[src/rtl/chrono_time_core.sv]
// chrono_time_core: BCD stopwatch core (mm:ss.cc) with IDLE/RUN/HOLD control.
// Optional lap freeze display is enabled by defining CHRONO_LAP_EN.
module chrono_time_core #(
    parameter int MIN_LIMIT = 59
) (
    input  logic       clk,
    input  logic       rst,
    input  logic       tick,
    input  logic       start,
    input  logic       stop,
    input  logic       clear,
    input  logic       lap,
    output logic [3:0] csec_u,
    output logic [3:0] csec_t,
    output logic [3:0] sec_u,
    output logic [3:0] sec_t,
    output logic [3:0] min_u,
    output logic [3:0] min_t,
    output logic       running,
    output logic       overflow,
    output logic       lap_active
);
    typedef enum logic [1:0] {IDLE, RUN, HOLD} state_t;
    localparam logic [3:0] LIM_T = 4'(MIN_LIMIT / 10);
    localparam logic [3:0] LIM_U = 4'(MIN_LIMIT % 10);
    state_t state, state_nxt;
    logic [23:0] tm, tm_nxt, tm_inc;
    logic [3:0] cs_u, cs_t, s_u, s_t, m_u, m_t;
    logic count, c0, c1, c2, c3, c4, at_limit;
    assign {m_t, m_u, s_t, s_u, cs_t, cs_u} = tm;
    always_comb begin
        count = state == RUN && tick && !stop;
        c0 = cs_u == 4'd9;
        c1 = c0 && cs_t == 4'd9;
        c2 = c1 && s_u == 4'd9;
        c3 = c2 && s_t == 4'd5;
        c4 = c3 && m_u == 4'd9;
        at_limit = c3 && m_u == LIM_U && m_t == LIM_T;
        tm_inc = at_limit ? 24'd0 : {c4 ? m_t + 4'd1 : m_t,
                                     c4 ? 4'd0 : c3 ? m_u + 4'd1 : m_u,
                                     c3 ? 4'd0 : c2 ? s_t + 4'd1 : s_t,
                                     c2 ? 4'd0 : c1 ? s_u + 4'd1 : s_u,
                                     c1 ? 4'd0 : c0 ? cs_t + 4'd1 : cs_t,
                                     c0 ? 4'd0 : cs_u + 4'd1};
        state_nxt = clear ? IDLE : stop ? (state == IDLE ? IDLE : HOLD) : start ? RUN : state;
        tm_nxt = clear ? 24'd0 : count ? tm_inc : tm;
    end
    always_ff @(posedge clk) begin
        if (rst) begin
            state <= IDLE;
            running <= 1'b0;
            overflow <= 1'b0;
            tm <= 24'd0;
        end else begin
            state <= state_nxt;
            running <= state_nxt == RUN;
            overflow <= !clear && (overflow || (count && at_limit));
            tm <= tm_nxt;
        end
    end
`ifdef CHRONO_LAP_EN
    // Display tracks the next live time unless frozen, so outputs stay registered.
    logic [23:0] disp;
    logic lap_nxt;
    always_comb lap_nxt = clear ? 1'b0 : !lap ? lap_active : lap_active ? 1'b0 : state == RUN;
    always_ff @(posedge clk) begin
        if (rst) begin
            lap_active <= 1'b0;
            disp <= 24'd0;
        end else begin
            lap_active <= lap_nxt;
            disp <= lap_nxt ? disp : tm_nxt;
        end
    end
    assign {min_t, min_u, sec_t, sec_u, csec_t, csec_u} = disp;
`else
    logic unused_lap;
    assign unused_lap = lap;
    assign lap_active = 1'b0;
    assign {min_t, min_u, sec_t, sec_u, csec_t, csec_u} = tm;
`endif
endmodule

[config.mk]
export PLATFORM = sky130hd
export DESIGN_NAME = chrono_time_core
export DESIGN_NICKNAME = d
export VERILOG_FILES = /design/src/rtl/chrono_time_core.sv
export SDC_FILE = /design/constraint.sdc
export NUM_CORES = 1
export LEC_CHECK = 0
export CAP_MARGIN = 30
export CELL_PAD_IN_SITES_DETAIL_PLACEMENT = 1
export CELL_PAD_IN_SITES_GLOBAL_PLACEMENT = 1
export CORE_MARGIN = 4
export CORE_UTILIZATION = 36
export DETAILED_ROUTE_END_ITERATION = 7
export PLACE_DENSITY = 0.8
export SLEW_MARGIN = 20
export SYNTH_ARGS = -nofsm -noshare
export SYNTH_HDL_FRONTEND = slang
export SYNTH_SLANG_ARGS = --single-unit
[constraint.sdc]
create_clock -name clk -period 2.4 [get_ports clk]
set_clock_uncertainty 0.15 [all_clocks]
set_input_delay 0.36 -clock clk [delete_from_list [all_inputs] [get_ports clk]]
set_output_delay 0.36 -clock clk [all_outputs]
set_load 0.02 [all_outputs]
Yosys cells after proc, flatten, opt, wreduce, memory -nomap -nowiden
Cells that the tools add are included.
Widths: inputs -> output; s select.
{"block": "word_totals", "out_inout_bits": 27, "reg_bits": 28}
{"block": "classes", "n_reduce_logical": 24, "n_addsub": 6, "n_eq_ne": 8, "muxes": 15}
{"op": "$mux 4", "count": 10}
{"op": "$add 4x1->4 const B", "count": 6}
{"op": "$mux 24", "count": 1}
{"op": "$eq 4x4->1 const B", "count": 4}
{"op": "$reduce_bool 3->1", "count": 4}
{"op": "$reduce_and 2->1", "count": 5}
{"op": "$logic_and 1x1->1", "count": 9}
{"op": "$eq 4x3->1 const B", "count": 2}
{"op": "$mux 2", "count": 4}
{"op": "$eq 2x1->1 const B", "count": 2}
{"op": "$logic_not 1->1", "count": 2}
{"op": "$logic_not 2->1", "count": 1}
{"op": "$reduce_bool 2->1", "count": 1}
{"op": "$reduce_or 2->1", "count": 1}
{"op": "$logic_or 1x1->1", "count": 1}

Logic depth before layout (Yosys ltp)
{"block": "depth", "word_depth": 9, "depth_mapped": 8}

Worst setup path after synthesis
OpenSTA, ideal clock, no wires.
{"block": "synth_timing", "path_type": "register to register", "startpoint": "register tm[4]", "endpoint": "register tm[16]", "arrival_time_ps": 1810, "path_stages_with_launch": 8, "setup_slack_ps": 370, "period_less_slack_ps": 2030, "t_required_ps": 2179, "setup_time_ps": 71, "path_cell_list": "dfxtp_1 -> ha_1 -> and3b_1 -> buf_4 -> nand4_4 -> buf_6 -> or4_1 -> a21oi_1"}
{"block": "synth_between", "elab_chain_len": 8, "word_cells_on_any_way": 10, "cone_classes": "1 x eq/ne; 2 x mux; 7 x reduce/logical"}
{"element": "from (decl)", "line_no": "27", "text": "logic [23:0] tm, tm_nxt, tm_inc;"}
{"element": "from (signal assigned)", "line_no": "58", "text": "tm <= tm_nxt;"}
{"element": "$eq 4x4->1 *", "line_no": "34", "text": "c1 = c0 && cs_t == 4'd9;"}
{"element": "$logic_and 1x1->1 *", "line_no": "34"}
{"element": "$logic_and 1x1->1 *", "line_no": "35", "text": "c2 = c1 && s_u == 4'd9;"}
{"element": "$logic_and 1x1->1 *", "line_no": "36", "text": "c3 = c2 && s_t == 4'd5;"}
{"element": "$logic_and 1x1->1", "line_no": "37, 38"}
{"element": "$logic_and 1x1->1", "line_no": "38", "text": "at_limit = c3 && m_u == LIM_U && m_t == LIM_T;"}
{"element": "$reduce_bool 3->1 (no line)"}
{"element": "$reduce_and 2->1 (no line)"}
Mark *: on every way between the ends. The rest lies on a longest branch, timed or not.
A chain may end at the register's enable or synchronous reset.

Final worst setup path
{"block": "layout_timing", "startpoint": "register tm[4]", "endpoint": "register tm[17]"}
Same word-level chain as after synthesis.

==> out/results.ini <==
[status]
outcome = completed

[worst_setup_path]
path_max_fanout = 16
cp_data_arrival_time_ns = 2.27
r2r_cells = 5
cp-end-kind = register
reg2reg_from = tm[4]$_SDFFE_PP0P_
worstSetupStartpoint = tm[4]$_SDFFE_PP0P_
critical_path_class = register to register
worstPathRequired_ns = 2.45
reg2reg_setup_slack_ns = 0.18
critPathLaunchType = register
rr_endpoint = tm[17]$_SDFFE_PP0P_

[die]
core_sq_um = 3800
die_h_microns = 72.0
die_area_sq_um = 5180
fp.dieW_microns = 72.0
row_count = 22
initial_core_util_pct = 38.8
pin_count = 34

[layout]
area.growth.synth_to_final_pct = 27.0
fillers = 453
final-instance-count-excl-fill = 245
n_antenna_cell = 0
final_util_pct = 49.2
drive_gt1_share_pct = 5.58
finalNetCount = 217

[synth]
ys_top_cells_by_count = dfxtp_1 (28), a21oi_1 (17), nor2_1 (14)
synth_edf_count = 0
synth_cell_type_count = 39
yosys_warnings = 0
ys_ff_latch = 28
netlist_area_sq_um = 1470
yosysMostFrequentCell = dfxtp_1
synth_ff_type = dfxtp_1
ys_seq_area_share_pct = 38.1
syn_nets = 187
syn_avg_cell_area_sq_um = 8.77
synthArstFlopShare_pct = 0
synth_area_leaders = dfxtp_1 (38%), ha_1 (10%), a21oi_1 (5.8%)
yosysTopAreaCell = dfxtp_1
synth_top_area_share_pct = 38.1
netlist_instances = 168

[detailed_routing]
firstDrtPassIters = 4
vias = 1334
viasPerCell = 5.44
drc = 0
wl_microns = 3820
ant_nets = 0
initialDrtViolationCount = 70
avgRoutedWirePerCell_microns = 15.6

[timing]
hold_viol = 0
max_freq_ghz = 0.451
rsz0062_at_grt = false
period_needed_ns = 2.22
fin_crit_sh_pct = 92.4
slew_headroom_pct = 54.5
setup_viol = 0
worst_pin_slew_ns = 0.683
setup_tns_ns = 0
slew_violations = 0

[pwr]
finalPower_uw = 790
pwr_density_cell_nw_per_um2 = 422
vdd_drop_max_v = 0.000187
p_leak_uw = 0.000647

[clocking]
ctsResizeCount = 0
clock_path_buffers = 2
cts_hold_buffers = 0
htree_num_levels = 1
root_buffer = clkbuf_8
clk_latency_ns = 0.27
cts_tree = done
numCtsBuffers = 3
post_cts.repair.setup_buffers = 0
clock-sinks = 28
path_clk_slew_ns = 0.10

[hold_path]
min_from = overflow$_SDFF_PP0_
holdPathStages = 2
whs_endpoint = overflow$_SDFF_PP0_
hold_path.class = register to register

[placement]
placed_cells = 241
io_buffers = 31
hpwl_microns = 2990
routabilityCongestion = 0.732

[grt]
grt_util_all_layers_pct = 15.6
grt.overflow.total = 0
grt_pass1_wl_microns = 6470
grt_pass1_vias = 1356
grt_antenna_before_repair = 0
grt_max_degree = 17

[job]
drv_cap = 0

-- layout by cell type, fill, tap and decap left out, types with 2 or more instances in the layout --
| cell type | n |
|---|---|
| inv_1 | 9 |
| and3_1 | 3 |
| nor2_1 | 14 |
| nor3_1 | 3 |
| a41oi_1 | 2 |
| or3_1 | 3 |
| o31ai_1 | 2 |
| ha_1 | 12 |
| a32o_1 | 2 |
| mux2i_1 | 3 |
| nand3_1 | 6 |
| nand2_1 | 10 |
| nand4_1 | 3 |
| and3b_1 | 5 |
| clkbuf_8 | 4 |
| o21ai_0 | 10 |
| xor2_1 | 2 |
| nand3b_1 | 2 |
| or4_1 | 7 |
| a21oi_1 | 17 |
| clkdlybuf4s50_1 | 31 |
| buf_4 | 4 |
| dfxtp_1 | 28 |
-- logic make-up (layout without fill, tap and decap cells) --
family / after synthesis / count (layout) / synth area share (%)
and+or+nand+nor: 64 / 64 / 25.7
DFF: 28 / 28 / 38.1
adders and majority gates: 12 / 12 / 10.2
xor gates and xnor gates: 3 / 3 / 1.78
AOI/OAI and AO/OA: 37 / 37 / 15.0
buffers and inverters: 19 / 48 / 6.20
other: 1 / 1 / 0.255
muxes: 4 / 4 / 2.80
-- routing by layer --
layer  up-vias  routed length, microns  GRT usage [%]
li1        659                       -              -
met1       649                    1690           18.4
met2        20                    1950           28.5
met3         6                     111           2.22
met4         0                      65           6.05
met5         -                       0              0
-- how the worst max path moves through the flow --
stage | end | cells after the start
floorplan | tm[16]$_SDFFE_PP0P_ | 7
global placement | tm[13]$_SDFFE_PP0P_ | 6
detailed placement | tm[17]$_SDFFE_PP0P_ | 5
CTS | tm[17]$_SDFFE_PP0P_ | 5
global route | tm[21]$_SDFFE_PP0P_ | 5
finish | tm[17]$_SDFFE_PP0P_ | 5
-- cell type report --
class | count | area, sq um | share of cell area [%]
clock buffer | 4 | 55.1 | 2.94
inverter | 9 | 33.8 | 1.81
multi-input combinational | 121 | 821 | 43.9
sequential | 28 | 561 | 30.0
tap | 48 | 60.1 | 3.21
timing repair buffer | 35 | 340 | 18.2
-- registers in the layout, summed over array words and instances (netlist names) --
signal and cells:
running 1, state 2, tm 24, overflow 1
-- metrics by stage --
step                area, sq um  hold WS (ns)  setup WS, ns
finish                     1870         0.359         0.181
CTS                        1870         0.368         0.189
floorplan                  1470         0.289         0.370
global placement           1820         0.325        0.0945
global route               1870         0.391        0.0499
detailed placement         1820         0.349       0.00376
-- report_power, final --
group	switching, uW	internal (uW)	leakage [uW]	total (uW)
combinational	16.4	12.7	0.000393	29.0
sequential	0.941	465	0.000226	466
clock	147	147	0.0000288	294
total	164	625	0.000647	790
-- critical path: stages, from the launching register on --
cell and delay (ns):
dfxtp_1 0.45, ha_1 0.18, and3b_1 0.35, nand4_4 0.27
or4_1 0.56, a21oi_1 0.18
(Power assumes the default switching activity.)
